File: src/rtl/chacha_block_core.sv
// chacha_block_core
//   Iterative ChaCha block function. A 16-word input state is loaded, ROUNDS
//   rounds are applied with QR_PER_CYCLE quarter-round datapaths per clock,
//   and the 512-bit result is presented with a valid/ready handshake.
//   A column or diagonal half-round counts as one round, so ChaCha20 uses ROUNDS=20.
//
//   Optional feature macro: CHACHA_FEEDFWD_EN
//     defined   : out_block = permuted state + saved input state (keystream block)
//     undefined : out_block = raw permuted state (HChaCha-style core)
//
// Ports
//   clk        in   1    clock, rising edge
//   rst        in   1    asynchronous, active-high reset
//   in_valid   in   1    in_state is valid
//   in_ready   out  1    core is idle and can accept a state
//   in_state   in   512  word i = bits [32i+31:32i]
//   out_valid  out  1    out_block is valid
//   out_ready  in   1    downstream accepts out_block
//   out_block  out  512  result, same word packing as in_state
//   busy       out  1    a block is in flight or waiting to drain
module chacha_block_core #(
    parameter int ROUNDS       = 20,
    parameter int QR_PER_CYCLE = 4
) (
    input  logic         clk,
    input  logic         rst,
    input  logic         in_valid,
    output logic         in_ready,
    input  logic [511:0] in_state,
    output logic         out_valid,
    input  logic         out_ready,
    output logic [511:0] out_block,
    output logic         busy
);

    // Steps per half-round and total steps per block.
    localparam int STEPS_PER_HALF = (QR_PER_CYCLE > 0) ? (4 / QR_PER_CYCLE) : 1;
    localparam int NUM_STEPS      = ROUNDS * STEPS_PER_HALF;
    localparam int CNT_W          = (NUM_STEPS > 2) ? $clog2(NUM_STEPS) : 1;
    localparam logic [CNT_W-1:0] LAST_STEP = CNT_W'(NUM_STEPS - 1);

    localparam logic [1:0] ST_IDLE  = 2'd0;
    localparam logic [1:0] ST_ROUND = 2'd1;
    localparam logic [1:0] ST_DONE  = 2'd2;

    generate
        if (ROUNDS < 2 || (ROUNDS % 2) != 0) begin : g_bad_rounds
            $error("chacha_block_core: ROUNDS must be even and >= 2");
        end
        if (QR_PER_CYCLE != 1 && QR_PER_CYCLE != 2 && QR_PER_CYCLE != 4) begin : g_bad_qpc
            $error("chacha_block_core: QR_PER_CYCLE must be 1, 2 or 4");
        end
    endgenerate

    function automatic logic [31:0] rotl(input logic [31:0] x, input int n);
        return (x << n) | (x >> (32 - n));
    endfunction

    function automatic logic [127:0] quarter_round(input logic [31:0] a_in,
                                                   input logic [31:0] b_in,
                                                   input logic [31:0] c_in,
                                                   input logic [31:0] d_in);
        logic [31:0] a, b, c, d;
        a = a_in;
        b = b_in;
        c = c_in;
        d = d_in;
        a = a + b; d = rotl(d ^ a, 16);
        c = c + d; b = rotl(b ^ c, 12);
        a = a + b; d = rotl(d ^ a, 8);
        c = c + d; b = rotl(b ^ c, 7);
        return {a, b, c, d};
    endfunction

    // Word indices {a,b,c,d} of quarter round qn. Diagonal rounds rotate the
    // b/c/d rows by 1/2/3 columns, which reproduces the standard diagonal set.
    function automatic logic [15:0] qr_index(input logic diag_sel, input logic [1:0] qn);
        logic [1:0] b_col, c_col, d_col;
        b_col = diag_sel ? qn + 2'd1 : qn;
        c_col = diag_sel ? qn + 2'd2 : qn;
        d_col = diag_sel ? qn + 2'd3 : qn;
        return {2'b00, qn, 2'b01, b_col, 2'b10, c_col, 2'b11, d_col};
    endfunction

    logic [1:0]       state;
    logic [CNT_W-1:0] step;
    logic [31:0]      work      [16];
    logic [31:0]      next_work [16];
    logic [511:0]     final_block;
    logic             diag;
    logic [1:0]       qn;
    logic [15:0]      idx;
    logic [127:0]     qr_out;
`ifdef CHACHA_FEEDFWD_EN
    logic [31:0]      saved     [16];
`endif

    assign in_ready  = (state == ST_IDLE);
    assign out_valid = (state == ST_DONE);
    assign busy      = (state == ST_ROUND) || (state == ST_DONE);

    // Odd half-rounds (by step / STEPS_PER_HALF) are diagonal rounds.
    assign diag = ((32'(step) / STEPS_PER_HALF) % 2) != 0;

    // One step: the next QR_PER_CYCLE quarter rounds of the current half-round.
    // Quarter rounds within a half-round touch disjoint words, so reading all
    // operands from the registered state is equivalent to applying them in order.
    always_comb begin
        next_work = work;
        qn        = 2'd0;
        idx       = 16'd0;
        qr_out    = 128'd0;
        for (int j = 0; j < QR_PER_CYCLE; j++) begin
            qn     = 2'((32'(step) % STEPS_PER_HALF) * QR_PER_CYCLE + j);
            idx    = qr_index(diag, qn);
            qr_out = quarter_round(work[idx[15:12]], work[idx[11:8]],
                                   work[idx[7:4]],   work[idx[3:0]]);
            next_work[idx[15:12]] = qr_out[127:96];
            next_work[idx[11:8]]  = qr_out[95:64];
            next_work[idx[7:4]]   = qr_out[63:32];
            next_work[idx[3:0]]   = qr_out[31:0];
        end
    end

    always_comb begin
        final_block = '0;
        for (int i = 0; i < 16; i++) begin
`ifdef CHACHA_FEEDFWD_EN
            final_block[32*i +: 32] = next_work[i] + saved[i];
`else
            final_block[32*i +: 32] = next_work[i];
`endif
        end
    end

    always_ff @(posedge clk or posedge rst) begin
        if (rst) begin
            state     <= ST_IDLE;
            step      <= '0;
            out_block <= '0;
            for (int i = 0; i < 16; i++) begin
                work[i] <= '0;
`ifdef CHACHA_FEEDFWD_EN
                saved[i] <= '0;
`endif
            end
        end else begin
            case (state)
                ST_IDLE: begin
                    if (in_valid) begin
                        for (int i = 0; i < 16; i++) begin
                            work[i] <= in_state[32*i +: 32];
`ifdef CHACHA_FEEDFWD_EN
                            saved[i] <= in_state[32*i +: 32];
`endif
                        end
                        step  <= '0;
                        state <= ST_ROUND;
                    end
                end
                ST_ROUND: begin
                    for (int i = 0; i < 16; i++) begin
                        work[i] <= next_work[i];
                    end
                    // Final step: capture the result; the counter stops at N-1.
                    if (step == LAST_STEP) begin
                        out_block <= final_block;
                        state     <= ST_DONE;
                    end else begin
                        step <= step + CNT_W'(1);
                    end
                end
                ST_DONE: begin
                    if (out_ready) begin
                        state <= ST_IDLE;
                    end
                end
                default: begin
                    state <= ST_IDLE;
                end
            endcase
        end
    end

endmodule

File: config.mk
export PLATFORM = sky130hd
export DESIGN_NAME = chacha_block_core
export DESIGN_NICKNAME = d
export VERILOG_FILES = /design/src/rtl/chacha_block_core.sv
export SDC_FILE = /design/constraint.sdc
export NUM_CORES = 2
export LEC_CHECK = 0
export CAP_MARGIN = 25
export CORE_MARGIN = 2
export CORE_UTILIZATION = 40
export DETAILED_ROUTE_END_ITERATION = 8
export GPL_TIMING_DRIVEN = 0
export SLEW_MARGIN = 20
export SYNTH_ARGS = -nofsm -noshare
export SYNTH_HDL_FRONTEND = slang
export SYNTH_SLANG_ARGS = --single-unit
File: constraint.sdc
create_clock -name clk -period 99 [get_ports clk]
set_input_delay 19.8 -clock clk [delete_from_list [all_inputs] [get_ports clk]]
set_output_delay 19.8 -clock clk [all_outputs]
set_load 0.05 [all_outputs]
==> metrics.md, run 1 <==
| Metric | Value |
|---|---|
| Synth warn | `0` |
| Stopping stage | `global routing` |
| Synthesized flop and latch total | `1031` |
| Dominant synthesized flop cell | `dfrtp_1` |
| Synthesized area | `0.0894 sq mm` |
| Distinct cells, synth | `110` |
| Hpwl dp | `698000 um` |
| Horiz. Die Dim | `477 um` |
| Clock Path Buffers | `3` |
| Status | `stopped before the end` |
| IO Pins | `1031` |
| Root buf cell | `clkbuf_16` |
| EDFF count, synth | `0` |
| Syn Nets | `11.7k` |
| Total grt overflow | `179` |
| Setup repair bufs after CTS | `0` |
| Sequential share of the synthesized area | `28.9%` |
| Avg Cell Area, Syn | `8.38 sq um` |
| Cells after Synth | `10.7k` |
| Share of the synthesized area in the top cell type | `28.9%` |
| Starting Density | `40.2%` |
| Die Height | `477 um` |
| H-tree levels | `3` |
| Vias in the first global route | `113k` |
| FFs w/ async S/R, synth | `100%` |
| Err | `[ERROR GRT-0116] Global routing finished with congestion. Check the congestion regions in the DRC Viewer.` |
| Hold Buf Count CTS | `0` |
| Top cells by area, synth | `dfrtp_1 29%, ha_1 7.0%, nand2_1 6.4%` |
| First-pass GRT wire length | `1140000 um` |
| Post-CTS sizing | `0` |
| CTS Buf Count | `121` |
| Largest net degree at the start of global routing | `107` |
| Clock sink count | `1031` |
| Gr usage total | `74.8%` |
| Synth area leader | `dfrtp_1` |
| Site Rows | `173` |
| Gpl congestion | `1.36` |
| IO Port Bufs | `1029` |
-- Yosys cell counts (96+ instances only) --
cell type and count:
xnor2_1 605, o22ai_1 340, mux2_2 238, inv_1 308, nand2_1 1534, clkbuf_1 511, mux2i_1 553, a31oi_1 96
ha_1 501, xor2_1 383, nor2_1 547, dfrtp_1 1031, a21o_1 311, a21oi_1 852, o21ai_0 884, o211ai_1 103
a22oi_1 169, nand3_1 112
-- routing by layer --
| metal | GRT overflow | GRT usage, % |
|---|---|---|
| met3 | 2 | 60.6 |
| met2 | 99 | 88.5 |
| met5 | 0 | 35.0 |
| met1 | 0 | 77.2 |
| met4 | 78 | 70.9 |
-- stage by stage --
stage / worst slack [ns] / area [sq um] / hold WS [ns] / instances
floorplan: 50.19 / 89400 / 0.462 / 10700
global placement: 36.91 / 103000 / 0.457 / 14700
detailed placement: 75.41 / 108000 / 0.463 / 14900
CTS: 76.09 / 112000 / 0.478 / 15100
-- kinds of logic after synthesis --
group | synth area share, %
fa+ha+maj | 7.37
simple gates | 12.6
compound gates | 25.9
xor+xnor | 11.8
mux | 9.19
buf+inv | 4.22
flops | 28.9
==> inputs of run 2 (changes only) <==
CORE_UTILIZATION = 25   (was 40)
PLACE_DENSITY_LB_ADDON = 0.15   (was default)
==> run 2 against run 1 <==
Effect of this change:
- the flow now finishes, with violations (DRC)
- synthesized cell count stayed put
- synthesized area stayed put
==> metrics.md, run 2 <==
| Metric | Value |
|---|---|
| Via count | `112k` |
| Synthesized area | `0.0894 sq mm (unchanged)` |
| CP max-delay cell | `xor3_1` |
| Post-layout util | `33.8%` |
| Die Height | `602 um (+26%)` |
| Reg2Reg Launch Point | `step[0]` |
| CTS tree | `done` |
| Max Slew Vio Count | `0` |
| Maxcap violations | `0` |
| Worst Tran Pin Value | `1.38 ns` |
| CP bufs+invs | `10` |
| Top-count cell post-synth | `nand2_1` |
| Critical path depth | `52` |
| H-tree levels | `4 (+1)` |
| Slew HR | `5.46%` |
| Worst r2r dst | `out_block[196]` |
| Site Rows | `219 (+27%)` |
| Setup repair bufs after CTS | `0 (unchanged)` |
| Hold slack | `0.470 ns` |
| Commonest non-fill, non-tap cell in the layout | `nand2_1` |
| Hold EP | `out_block[197]` |
| Final Critical Period | `24.56 ns` |
| Post-CTS sizing | `0 (unchanged)` |
| Final setup fails | `0` |
| Starting Density | `25.1% (-15 points)` |
| Synth area leader | `dfrtp_1` |
| Hold Buf Count CTS | `0 (unchanged)` |
| Dominant synthesized flop cell | `dfrtp_1` |
| Cells after Synth | `10.7k (unchanged)` |
| Root buf cell | `clkbuf_16` |
| Worst setup margin | `74.44 ns` |
| Failing checks | `DRC` |
| Layout Nets | `13.3k` |
| FFs w/ async S/R, synth | `100% (unchanged)` |
| Top flop regs | `out_block (512), work (512), step (5)` |
| EDFF count, synth | `0 (unchanged)` |
| Initial antenna violation count | `274` |
| Min-delay src | `out_block[197]` |
| WL per Instance | `59.2 um` |
| R2R cell count | `52` |
| RSZ-0062 raised after global routing | `false` |
| Share of the synthesized area in the top cell type | `28.9% (unchanged)` |
| Residual DRC count | `5` |
| Final hold violations | `0` |
| Max FO, Critical Path | `10` |
| IO Pins | `1031 (unchanged)` |
| IO Port Bufs | `1029 (unchanged)` |
| Setup TNS | `0 ns` |
| Horiz. Die Dim | `602 um (+26%)` |
| Gpl congestion | `1.17 (-14%)` |
| Gr usage total | `54.6%` |
| Clock skew | `0.0816 ns` |
| CP most frequent cell | `buf_2` |
| Total grt overflow | `0` |
| Sequential share of the synthesized area | `28.9% (unchanged)` |
| Final-layout fill cell count | `37.6k` |
| Top cell family by delay on the critical path | `compound AO/OA/AOI/OAI gates` |
| Type of the tightest min-delay check | `reg2reg` |
| Tcrit/Tclk final | `24.8%` |
| Worst reg2reg setup slack | `74.44 ns` |
| Hpwl dp | `875000 um (+25%)` |
| Synthesized flop and latch total | `1031 (unchanged)` |
| Highest-count cells in the layout ignoring fill and taps | `1531 x nand2_1, 1031 x dfrtp_1, 1029 x clkdlybuf4s50_1` |
| Kind of critical path | `reg2reg` |
| Share of cells above drive strength 1 | `13.1%` |
| Avg Cell Area, Syn | `8.38 sq um (unchanged)` |
| Status | `finished with violations` |
| Type of origin of the critical path | `flip-flop` |
| Synth warn | `0 (unchanged)` |
| Pre-CTS WS | `75.03 ns (-0.384 ns)` |
| P&R area growth vs syn | `34.6%` |
| Largest net degree at the start of global routing | `96` |
| Initial DRC Count | `18.4k` |
| Worst Path Arrival | `25.45 ns` |
| Mean number of vias per cell | `6.48` |
| Distinct cells, synth | `110 (unchanged)` |
| Most frequent cells after synthesis | `1534 x nand2_1, 1031 x dfrtp_1, 884 x o21ai_0, 852 x a21oi_1, 605 x xnor2_1` |
| Post-Route WL | `1030000 um` |
| Clock sink count | `1031 (unchanged)` |
| Vias in the first global route | `98.9k` |
| Clock transition at path regs | `0.06 ns` |
| CTS Buf Count | `148 (+22%)` |
| Maximum clock frequency | `0.0407 GHz` |
| First-pass GRT wire length | `1240000 um` |
| Core area | `0.356 sq mm` |
| Syn Nets | `11.7k (unchanged)` |
| Crit path largest cell delay | `1.04 ns` |
| Later-pin clock latency in the skew report | `1.00 ns` |
| Critical path capture point type | `flip-flop` |
| Hold path depth | `2` |
| Top cells by area, synth | `dfrtp_1 29%, ha_1 7.0%, nand2_1 6.4%` |
| Post-route ant nets | `0` |
| Die area | `0.362 sq mm` |
| Drt pass-1 iters | `9` |
| Worst Path Required | `99.89 ns` |
| Clock Path Buffers | `4 (+1)` |
-- run 2: cell counts after synthesis --
Identical to the previous run, type by type.
-- run 2: final cells by class --
class                           count  area (sq um)  share of cell area (%)
Multi-Input combinational cell   8654         62400                    51.8
Antenna cell                      224           561                   0.466
Timing Repair Buffer             1420         16600                    13.8
Tap cell                         4751          5940                    4.94
Inverter                          311          1170                   0.977
Clock buffer                      204          4210                    3.50
Sequential cell                  1031         25800                    21.4
Clock inverter                     55           747                   0.621
Buffer                            667          2940                    2.44
-- run 2: per-layer routing --
metal	GRT usage, %	part of all wire [%]	vias up	wire length (um)
met5	0.277	0.098	-	1000
met4	52.3	12	78	118000
met3	27.2	13	2858	137000
met2	71.0	37	10300	384000
met1	63.5	38	56800	385000
li1	-	-	42100	-
-- run 2: kinds of logic (layout without fill, tap and decap cells) --
family | Yosys count | in the layout | synth area share [%]
compound gates | 3615 | 3615 | 25.9
flops | 1031 | 1031 | 28.9
fa+ha+maj | 517 | 517 | 7.37
xor+xnor | 1075 | 1075 | 11.8
simple gates | 2656 | 2656 | 12.6
other cells | 0 | 224 | 0
buf+inv | 978 | 2657 | 4.22
mux | 791 | 791 | 9.19
-- run 2: metrics by stage --
| stage | area [sq um] | instances |
|---|---|---|
| 3_5_place_dp | 114000 | 16800 |
| 6_report | 120000 | 17300 |
| 4_1_cts | 119000 | 17100 |
| 5_1_grt | 120000 | 17100 |
| 3_3_place_gp | 106000 | 16400 |
| 2_1_floorplan | 89400 | 10700 |
-- run 2: worst max path at each step --
| stage | to | start | slack, ns |
|---|---|---|---|
| 2_1_floorplan | out_block[0] | rst | 50.19 |
| 3_3_place_gp | out_block[15] | rst | 30.71 |
| 3_5_place_dp | work[442] | in_valid | 75.03 |
| 4_1_cts | work[442] | in_valid | 75.96 |
| 5_1_grt | out_block[196] | step[0] | 75.84 |
| 6_report | out_block[196] | step[0] | 74.44 |
-- run 2: worst register-to-register path: cells and delay by family (launching register included) --
kind,cells,cell delay (ns)
and+or+nand+nor,7,1.39
xor gates and xnor gates,7,4.82
AOI/OAI and AO/OA,22,8.63
DFF,1,0.37
buffers and inverters,10,6.38
muxes,1,0.73
adders and majority gates,5,2.18
Power of run 2 is left out: the tool's default activity adds up to more than one toggle a clock period on the data nets, which glitch-free logic cannot reach.
